--- src/rtl/bmm_modexp_ctrl.sv ---
`default_nettype none
// ============================================================================
// Module   : bmm_modexp_ctrl
// Purpose  : Left-to-right square-and-multiply sequencer computing
//            base^exp mod modulus on top of the Barrett/Karatsuba modular
//            multiplier pipeline. The multiplier has no handshake, so a
//            fixed-latency wait counter times every product.
// Revision : 1.0  initial release
//
// Ports
//   clk, rst_n     clock, asynchronous active-low reset
//   start          one-cycle request, sampled only in IDLE
//   base/exp/modulus/barrett_const   operation inputs, latched on start
//   busy           operation in progress
//   done           one-cycle completion pulse
//   result         base^exp mod modulus, held until the next completion
//   mul_a/mul_b    multiplier operands
//   mul_m          multiplier modulus
//   mul_const      multiplier Barrett constant
//   mul_z          reduced product returned by the multiplier
//
// Optional build macro
//   BMM_MODEXP_CONST_TIME_EN : a multiply follows every square; for zero
//   exponent bits the product is discarded, so timing and the operand
//   sequence are exponent-independent.
// ============================================================================
module bmm_modexp_ctrl #(
  parameter int N       = 32,
  parameter int E_W     = 32,
  parameter int MUL_LAT = 5
) (
  input  logic             clk,
  input  logic             rst_n,
  input  logic             start,
  input  logic [N-1:0]     base,
  input  logic [E_W-1:0]   exp,
  input  logic [N-1:0]     modulus,
  input  logic [2*N-1:0]   barrett_const,
  output logic             busy,
  output logic             done,
  output logic [N-1:0]     result,
  output logic [N-1:0]     mul_a,
  output logic [N-1:0]     mul_b,
  output logic [N-1:0]     mul_m,
  output logic [2*N-1:0]   mul_const,
  input  logic [N-1:0]     mul_z
);

  localparam int CNT_W = (MUL_LAT < 1) ? 1 : $clog2(MUL_LAT + 1);
  localparam int IDX_W = (E_W < 2) ? 1 : $clog2(E_W);
  localparam logic [CNT_W-1:0] CNT_LOAD = CNT_W'(MUL_LAT);
  localparam logic [IDX_W-1:0] IDX_TOP  = IDX_W'(E_W - 1);

  typedef enum logic [1:0] {
    IDLE = 2'd0,
    SQR  = 2'd1,
    MUL  = 2'd2,
    DONE = 2'd3
  } state_t;

  state_t           state;
  logic [N-1:0]     r;
  logic [N-1:0]     base_q;
  logic [E_W-1:0]   exp_q;
  logic [IDX_W-1:0] idx;
  logic [CNT_W-1:0] cnt;

  logic             bit_set;
  logic             mul_next;   // a multiply window follows the current square
  logic [N-1:0]     prod;       // value R takes at the end of this window

  always_comb begin
    bit_set = exp_q[idx];
`ifdef BMM_MODEXP_CONST_TIME_EN
    mul_next = 1'b1;
    // Dummy multiply for a zero bit: product is computed but R is kept.
    prod     = ((state == MUL) && !bit_set) ? r : mul_z;
`else
    mul_next = bit_set;
    prod     = mul_z;
`endif
  end

  always_ff @(posedge clk or negedge rst_n) begin
    if (!rst_n) begin
      state     <= IDLE;
      busy      <= 1'b0;
      done      <= 1'b0;
      result    <= '0;
      mul_a     <= '0;
      mul_b     <= '0;
      mul_m     <= '0;
      mul_const <= '0;
      r         <= '0;
      base_q    <= '0;
      exp_q     <= '0;
      idx       <= '0;
      cnt       <= '0;
    end else begin
      case (state)
        IDLE: begin
          done <= 1'b0;
          if (start) begin
            base_q    <= base;
            exp_q     <= exp;
            idx       <= IDX_TOP;
            busy      <= 1'b1;
            mul_m     <= modulus;
            mul_const <= barrett_const;
            cnt       <= CNT_LOAD;
            if (~|modulus[N-1:1]) begin
              // Modulus 0 or 1: result is 0 without touching the multiplier.
              r     <= '0;
              state <= DONE;
            end else begin
              // First square of R=1; operands go out with the state change.
              r     <= N'(1);
              mul_a <= N'(1);
              mul_b <= N'(1);
              state <= SQR;
            end
          end
        end

        SQR, MUL: begin
          if (cnt != '0) begin
            cnt <= cnt - CNT_W'(1);
          end else begin
            // mul_z is valid now; forward it straight into the next operands
            // so they are stable from the first cycle of the next window.
            r     <= prod;
            cnt   <= CNT_LOAD;
            mul_a <= prod;
            if ((state == SQR) && mul_next) begin
              mul_b <= base_q;
              state <= MUL;
            end else if (idx == '0) begin
              result <= prod;
              done   <= 1'b1;
              busy   <= 1'b0;
              state  <= DONE;
            end else begin
              idx   <= idx - IDX_W'(1);
              mul_b <= prod;
              state <= SQR;
            end
          end
        end

        DONE: begin
          // Entered with done already set from a finished loop; the trivial
          // modulus path enters with done clear and raises it here.
          if (done) begin
            done  <= 1'b0;
            state <= IDLE;
          end else begin
            result <= r;
            done   <= 1'b1;
            busy   <= 1'b0;
          end
        end

        default: state <= IDLE;
      endcase
    end
  end

endmodule
`default_nettype wire

--- config.mk ---
export PLATFORM = sky130hd
export DESIGN_NAME = bmm_modexp_ctrl
export DESIGN_NICKNAME = d
export VERILOG_FILES = /design/src/rtl/bmm_modexp_ctrl.sv
export SDC_FILE = /design/constraint.sdc
export NUM_CORES = 1
export LEC_CHECK = 0
export CAP_MARGIN = 20
export CORE_MARGIN = 1
export CORE_UTILIZATION = 37
export CTS_CLUSTER_DIAMETER = 150
export DETAILED_ROUTE_END_ITERATION = 6
export PLACE_DENSITY = 0.66
export SLEW_MARGIN = 40
export SYNTH_ARGS = -nofsm -noshare
export SYNTH_HDL_FRONTEND = slang
export SYNTH_SLANG_ARGS = --single-unit
--- constraint.sdc ---
create_clock -name clk -period 3.45 [get_ports clk]
set_input_delay 0.69 -clock clk [delete_from_list [all_inputs] [get_ports clk]]
set_output_delay 0.69 -clock clk [all_outputs]
set_load 0.01 [all_outputs]
# --- Yosys cells after proc, flatten, opt, wreduce, memory -nomap -nowiden ---
# Cells that the tools add are included.
word_totals:
  ff_bits: 300
  input_bits: 195
  output_inout_bits: 194
  elab_cells: 90
op_classes:
  add_sub_neg: 2
  magnitude_cmp: 1
  n_eq_ne: 12
  n_mux: 44
  n_reduce_logical: 18
ops:
  columns: ["cell", "count"]
  rows:
  - ["32-bit two-way mux", 11]
  - ["32-bit one-hot mux with 2 select lines", 4]
  - ["31-bit OR reduction", 1]
  - ["5-bit two-way mux", 4]
  - ["5-bit AND reduction", 4]
  - ["2-bit inequality test, second input constant", 8]
  - ["2-bit two-way mux", 6]
  - ["1-bit two-way mux", 11]
  - ["5-bit one-hot mux with 2 select lines", 1]
  - ["3-bit AND reduction", 3]
  - ["5-bit by 6-bit less-than comparator with 1-bit output, second input constant", 1]
  - ["3-bit two-way mux", 2]
  - ["1-bit one-hot mux with 3 select lines", 2]
  - ["2-bit one-hot mux with 3 select lines", 1]
  - ["3-bit one-hot mux with 2 select lines", 1]
  - ["1-bit binary-select mux with 5-bit select", 1]
  - ["5-bit logical NOT", 1]
  - ["5-bit by 1-bit subtractor with 5-bit output, second input constant", 1]
  - ["2-bit equality test, second input constant", 2]
  - ["2-bit AND reduction", 2]
  - ["4-bit AND reduction", 1]
  - ["2-bit nonzero test", 2]
  - ["3-bit inequality test, second input constant", 1]
  - ["3-bit nonzero test", 1]
  - ["other kinds (5)", 5]

# --- Longest topological paths before layout ---
logic_depth:
  word_depth: 6
  depth_mapped: 11
  mapped_depth_nobuf: 8

# --- Worst setup path after synthesis ---
# No wires, ideal clock.
synth_path:
  path_type: "in2reg"
  from: "input modulus[11]"
  to: "register mul_b[11]"
  setup_time_ns: 0.130
  arrival_time_ns: 2.374
  t_required_ns: 3.320
  path_slack_ns: 0.946
  cell_stages: 9
  n_path_buf: 3
  cell_sequence: "nor4_1 > nand2_1 > nor4_1 > a21o_1 > clkbuf_1 > or2_1 > buf_6 > buf_6 > o221ai_2"
synth_between:
  elab_chain_len: 3
synth_rtl:
  columns: ["element", "line", "rtl"]
  rows:
  - ["start: declaration", "37", "input logic [N-1:0] modulus,"]
  - ["31-bit OR reduction", "111", "if (~|modulus[N-1:1]) begin"]
  - ["2-bit inequality test (no line)", null, null]
  - ["5-bit AND reduction (no line)", null, null]
  - ["end signal: assignment", "135", "mul_b <= base_q;"]
  - ["end signal: assignment", "144", "mul_b <= prod;"]
  - ["end: declaration", "43", "output logic [N-1:0] mul_b,"]
# No other way between the ends.
# A chain may end at the register's enable or synchronous reset.

# --- Worst setup path in the final report ---
layout_path:
  from: "register idx[0]"
  to: "register mul_b[10]"
layout_between:
  elab_chain_len: 6
  word_cells_on_any_way: 9
  classes_between: "1 x eq/ne; 5 x mux; 3 x reduce/logical"
layout_rtl:
  columns: ["element", "line", "rtl"]
  rows:
  - ["start: declaration", "65", "logic [IDX_W-1:0] idx;"]
  - ["start signal: assignment", "143", "idx <= idx - IDX_W'(1);"]
  - ["1-bit binary-select mux with 5-bit select", "73", "bit_set = exp_q[idx];"]
  - ["1-bit two-way mux (not written as such)", "73", null]
  - ["1-bit logical AND", "134", "if ((state == SQR) && mul_next) begin"]
  - ["32-bit two-way mux", "134", null]
  - ["32-bit two-way mux", "126", "if (cnt != '0) begin"]
  - ["32-bit one-hot mux with 2 select lines", "100", "case (state)"]
# Several ways; a longest one is shown, not always the timed one. The select of a mux whose other input is x is not followed.

==> results.json <==
{
  "timing.rr.start": "idx[0]",
  "ff2ff_setup_slack_ns": 0.30,
  "final_util_pct": 55.1,
  "worstSetupEndpointType": "flop",
  "synth_area_sq_um": 12800,
  "numCtsBuffers": 36,
  "finalCriticalPeriod_ns": 3.15,
  "area_delta_synth_final_pct": 45.2,
  "min_path_type": "input port to async pin",
  "cp_num_buf_inv": 1,
  "ant_nets": 0,
  "max-cap-violations": 0,
  "setup_violations": 0,
  "synth_seq_cells": 300,
  "slew_violations": 0,
  "tns_ns": 0,
  "grt_pass1_wl_microns": 57600,
  "layout.nets": 1586,
  "die_area_sq_um": 35400,
  "crit_start": "idx[0]",
  "path_class": "flop to flop",
  "clockBufferDepth": 3,
  "ys.flop_type": "dfrtp_1",
  "yosysTopAreaCell": "dfrtp_1",
  "ios": 389,
  "syn_nets": 1191,
  "clock-root-buffer": "clkbuf_16",
  "vias_per_cell": 4.98,
  "vias": 9271,
  "num-fill-cells": 2890,
  "synth_area_leaders": "dfrtp_1 59%, mux2_2 17%, o221ai_2 3.5%",
  "syn_avg_cell_area_sq_um": 12.9,
  "netlist_instances": 990,
  "cpPeakStageDelay_ns": 0.70,
  "setup_slack_ns": 0.303,
  "outcome": "complete, no violations",
  "max_freq_mhz": 318,
  "grt_usage_pct": 20.8,
  "pre_cts_ws_ns": 0.285,
  "clkSinkCount": 300,
  "drc": 0,
  "yosysSeqAreaShare_pct": 58.6,
  "tritoncts": "done",
  "core.rowCount": 67,
  "drtIter0Drc": 515,
  "synth_edf_count": 0,
  "antenna_found_initial": 2,
  "fp.dieW_microns": 188,
  "die_h_microns": 188,
  "grt_pass1_vias": 10200,
  "clk-insertion-delay-late_ns": 0.50,
  "cp_num_cells": 7,
  "async_flop_share_pct": 100,
  "synth_cell_types": 48,
  "initial_core_util_pct": 37.9,
  "wl_per_cell_microns": 19.5,
  "grt_max_degree": 95,
  "hold_buffers": 0,
  "relSlewSlack_pct": 58.2,
  "hpwl_microns": 26500,
  "htreeDepth": 2,
  "place.gp.congestion": 0.802,
  "leakage_nw": 7.87,
  "dr.pass1.iters": 4,
  "overflow": 0,
  "worstSetupStartpointType": "flop",
  "cts_setup_buffers": 0,
  "p_per_area_nw_per_um2": 1000,
  "path_clk_slew_ns": 0.06,
  "worst_ep_required_time_ns": 3.81,
  "netlist.area_leader.share_pct": 58.6,
  "crit_chain": "mux4_2 -> mux2i_1 -> a32o_1 -> or3_2 -> a311oi_4 -> buf_4 -> o221ai_1",
  "wl_microns": 36400,
  "fp.coreArea_sq_um": 33800,
  "fin_worst_skew_ns": 0.0107,
  "rsz0062_at_grt": "false",
  "crit_end": "mul_b[10]",
  "critPathTopFamily": "compound AO/OA/AOI/OAI gates",
  "io_buffers": 388,
  "ir_worst_vdd_mv": 0.472,
  "post-route-period-util_pct": 91.2,
  "yosys_warnings": 0,
  "cp.arrival_ns": 3.51,
  "cts-resized-gates": 0,
  "worstMarginPinSlew_ns": 0.628,
  "crit_fanout": 15,
  "cp_slowest_cell": "dfrtp_1",
  "drive_above_1_share_pct": 24.2,
  "timing_hold_violations_final": 0,
  "ff2ff_path_depth": 7,
  "r2r-end": "mul_b[10]"
}
## routing by layer
metal  vias to the layer above  global-route usage [%]  share of wire (%)
met5                         -                       0              0.036
met4                         2                    7.50                3.4
met2                       339                    35.0                 48
li1                       4281                       -                  -
met1                      4582                    25.6                 41
met3                        67                    5.37                7.4
## metrics by stage
stage	total power (W)	cell area [sq um]	hold slack [ns]	instances
2_1_floorplan	0.0108	12800	0.394	990
3_3_place_gp	0.0148	17300	0.457	1793
3_5_place_dp	0.0150	17400	0.467	1794
4_1_cts	0.0189	18600	0.263	1858
5_1_grt	0.0198	18600	0.0961	1860
6_report	0.0187	18600	0.0934	1860
## cell type report
type,count,area (sq um),area share [%]
sequential,300,7510,40.4
multi-input combinational,554,4750,25.5
timing repair buffer,424,4320,23.2
clock buffer,50,1070,5.78
tap,448,561,3.01
inverter,69,259,1.39
clock inverter,14,126,0.679
antenna,1,2.50,0.0135
## how the worst min path moves through the flow
stage                             to  slack [ns]  depth (start not counted)
after global routing       mul_a[16]         0.1                          1
after CTS                 base_q[18]        0.26                          1
final                     base_q[18]        0.09                          1
after detailed placement        r[0]        0.47                          1
after floorplan            base_q[0]        0.39                          0
after global placement          r[0]        0.46                          1
## registers in the layout, indices dropped and copies added (netlist names)
register / flops
mul_const: 64
base_q: 32
exp_q: 32
mul_a: 32
mul_b: 32
mul_m: 32
r: 32
result: 32
idx: 5
cnt: 3
state: 2
busy: 1
done: 1
## Yosys cell counts (3+ instances only)
library cell  number
buf_2              4
nand3_1            5
mux4_2             6
or4_1              3
buf_6              8
nor4_1            10
nor2_1            15
buf_4              3
inv_1             69
mux2_1            30
o221ai_2          30
mux2i_1            3
nand2_1          106
nand4_1           31
ha_1               6
nor3_1             3
dfrtp_1          300
a21oi_1            5
o21ai_0           71
mux2_2           195
clkbuf_1          51
## cells in the final DEF (no fill, tap or decap), types with 3 or more instances in the layout
master | synthesis | layout
mux4_2 | 6 | 6
mux2i_1 | 3 | 3
clkdlybuf4s50_1 | 0 | 387
nand2_1 | 106 | 105
ha_1 | 6 | 4
dfrtp_1 | 300 | 300
buf_12 | 0 | 10
clkbuf_16 | 0 | 37
nor2_1 | 15 | 15
o21ai_0 | 71 | 71
nand4_1 | 31 | 31
clkbuf_8 | 0 | 10
nand3_1 | 5 | 5
buf_4 | 3 | 24
o221ai_2 | 30 | 30
mux2_1 | 30 | 30
or4_1 | 3 | 3
nor4_1 | 10 | 10
mux2_2 | 195 | 195
clkinv_2 | 0 | 10
inv_1 | 69 | 69
clkbuf_1 | 51 | 3
a21oi_1 | 5 | 5
## cells by family after synthesis
kind of cell,Yosys count,share of synthesized area (%)
DFF,300,58.6
AOI/OAI and AO/OA,128,8.12
buffers and inverters,136,4.58
and+or+nand+nor,184,6.63
adders and majority gates,6,0.586
muxes,236,21.5
## power breakdown
part           internal [W]  leakage, nW  switching [W]
clock network       0.00232        0.603        0.00146
registers           0.00522         3.64        0.00100
logic               0.00455         3.63        0.00411
total                0.0121         7.87        0.00657
(Power assumes the default switching activity.)
==> RTL edit (config.mk and constraints unchanged) <==
`MUL_LAT`: 5 -> 4.
--- a/src/rtl/bmm_modexp_ctrl.sv
+++ b/src/rtl/bmm_modexp_ctrl.sv
@@ -27,7 +27,7 @@
 module bmm_modexp_ctrl #(
   parameter int N       = 32,
   parameter int E_W     = 32,
-  parameter int MUL_LAT = 5
+  parameter int MUL_LAT = 4
 ) (
   input  logic             clk,
   input  logic             rst_n,
Function: no difference found for any inputs over 4 cycles, from zero or initial values and one cycle with rst_n low; that may be too few to reach the edited logic, so the function may still have changed.
==> RTL edit against the unedited design <==
- setup slack better by 200 ps
- power barely moved
- critical path depth shrank 1
- routed wire length up 0.22%
- area after synthesis decreased by 2.4%
- final area shrank 2.0%
- sequential cell count unchanged
- die area shrank 2.3%
- critical path type unchanged
- highest routed layer unchanged
==> RTL edit: results (changes against the unedited design) <==
GRT
  • Global routing usage summed across all routing layers: 21.2% (+0.40 points)
  • Global-route met1 utilization: 26.1% (+0.42 points)
  • Vias in the first global route: 9,473 (-6.9%)

Yosys
  • Portion of the post-synthesis area used by sequential elements: 60.0% (+1.4 points)
  • Number of instances in the synthesized netlist: 926 (-6.5%)
  • Top area cells in the synthesized netlist: sky130_fd_sc_hd__dfrtp_1 60%, sky130_fd_sc_hd__mux2_2 18%, sky130_fd_sc_hd__mux2_4 3.6%
  • Most common library cells after synthesis: 300 x sky130_fd_sc_hd__dfrtp_1, 196 x sky130_fd_sc_hd__mux2_2, 102 x sky130_fd_sc_hd__nand2_1

Placed design
  • Post-placement worst setup slack: 148 ps (-137 ps)
  • Area of placed instances: 17,000 um^2 (-1.9%)

Final layout
  • Share of the final layout cell area in multi-input gates: 25.8% (+0.32 points)
  • Number of diodes: 3 (+2)
  • Clkbuf count: 57 (+14%)
  • Fraction of area in clock buffers and inverters: 6.31% (-0.14 points)
  • Ratio of cells with drive above 1 in the final layout: 24.6% (+0.37 points)
  • Non-Clock Buffer Area Fraction: 23.4% (+0.15 points)
  • Net total in the final layout: 1,518 (-4.3%)

Drt
  • Detailed-route wire length per cell: 20.4 um (+4.4%)
  • Routed met1 length: 14.9 mm (+0.12%)
  • Number of DRC markers after the initial detailed-route iteration: 408 (-21%)
  • Met3 WL post-DR: 2.75 mm (+2.3%)

Run status
  • Result of the run: finished, final reports clean

STA
  • Maximum clock frequency: 340 MHz (+6.8%)
  • Headroom to the max-slew limit: 51.4% (-6.7 points)

Critical path
  • Cell with the largest stage delay on the worst path: sky130_fd_sc_hd__a211o_4
  • Capture point of the worst path: result[20]$_DFFE_PN0P_
  • Reg-to-Reg Start: idx[1]$_DFFE_PN0P_
  • Maximum fanout along the worst path: 32 (+17)
  • Slack of the worst reg-to-reg path: 500 ps (+200 ps)
  • R2R cell count: 6 (-1)

Pwr
  • Sequential power share: 33.3% (about the same)
## RTL edit: cell types whose count changed after synthesis, moves of 4 or more
cell                       before  now
sky130_fd_sc_hd__inv_1         69   10
sky130_fd_sc_hd__nor3_1         3   36
sky130_fd_sc_hd__a221o_1        0   31
sky130_fd_sc_hd__nand4_1       31    0
sky130_fd_sc_hd__mux2_1        30    0
sky130_fd_sc_hd__mux2_4         0   30
sky130_fd_sc_hd__o221ai_2      30    0
sky130_fd_sc_hd__clkbuf_1      51   40
sky130_fd_sc_hd__buf_1          1    8
sky130_fd_sc_hd__buf_2          4   11
sky130_fd_sc_hd__buf_6          8    4
sky130_fd_sc_hd__nand2_1      106  102
sky130_fd_sc_hd__nor2_1        15   11
## RTL edit: cell families after synthesis
logic type	after synthesis	share of synthesized area (%)
muxes	237	22.9
AOI/OAI and AO/OA	133	7.54
and+or+nand+nor	176	6.30
adders and majority gates	6	0.600
buffers and inverters	74	2.60
DFF	300	60.0
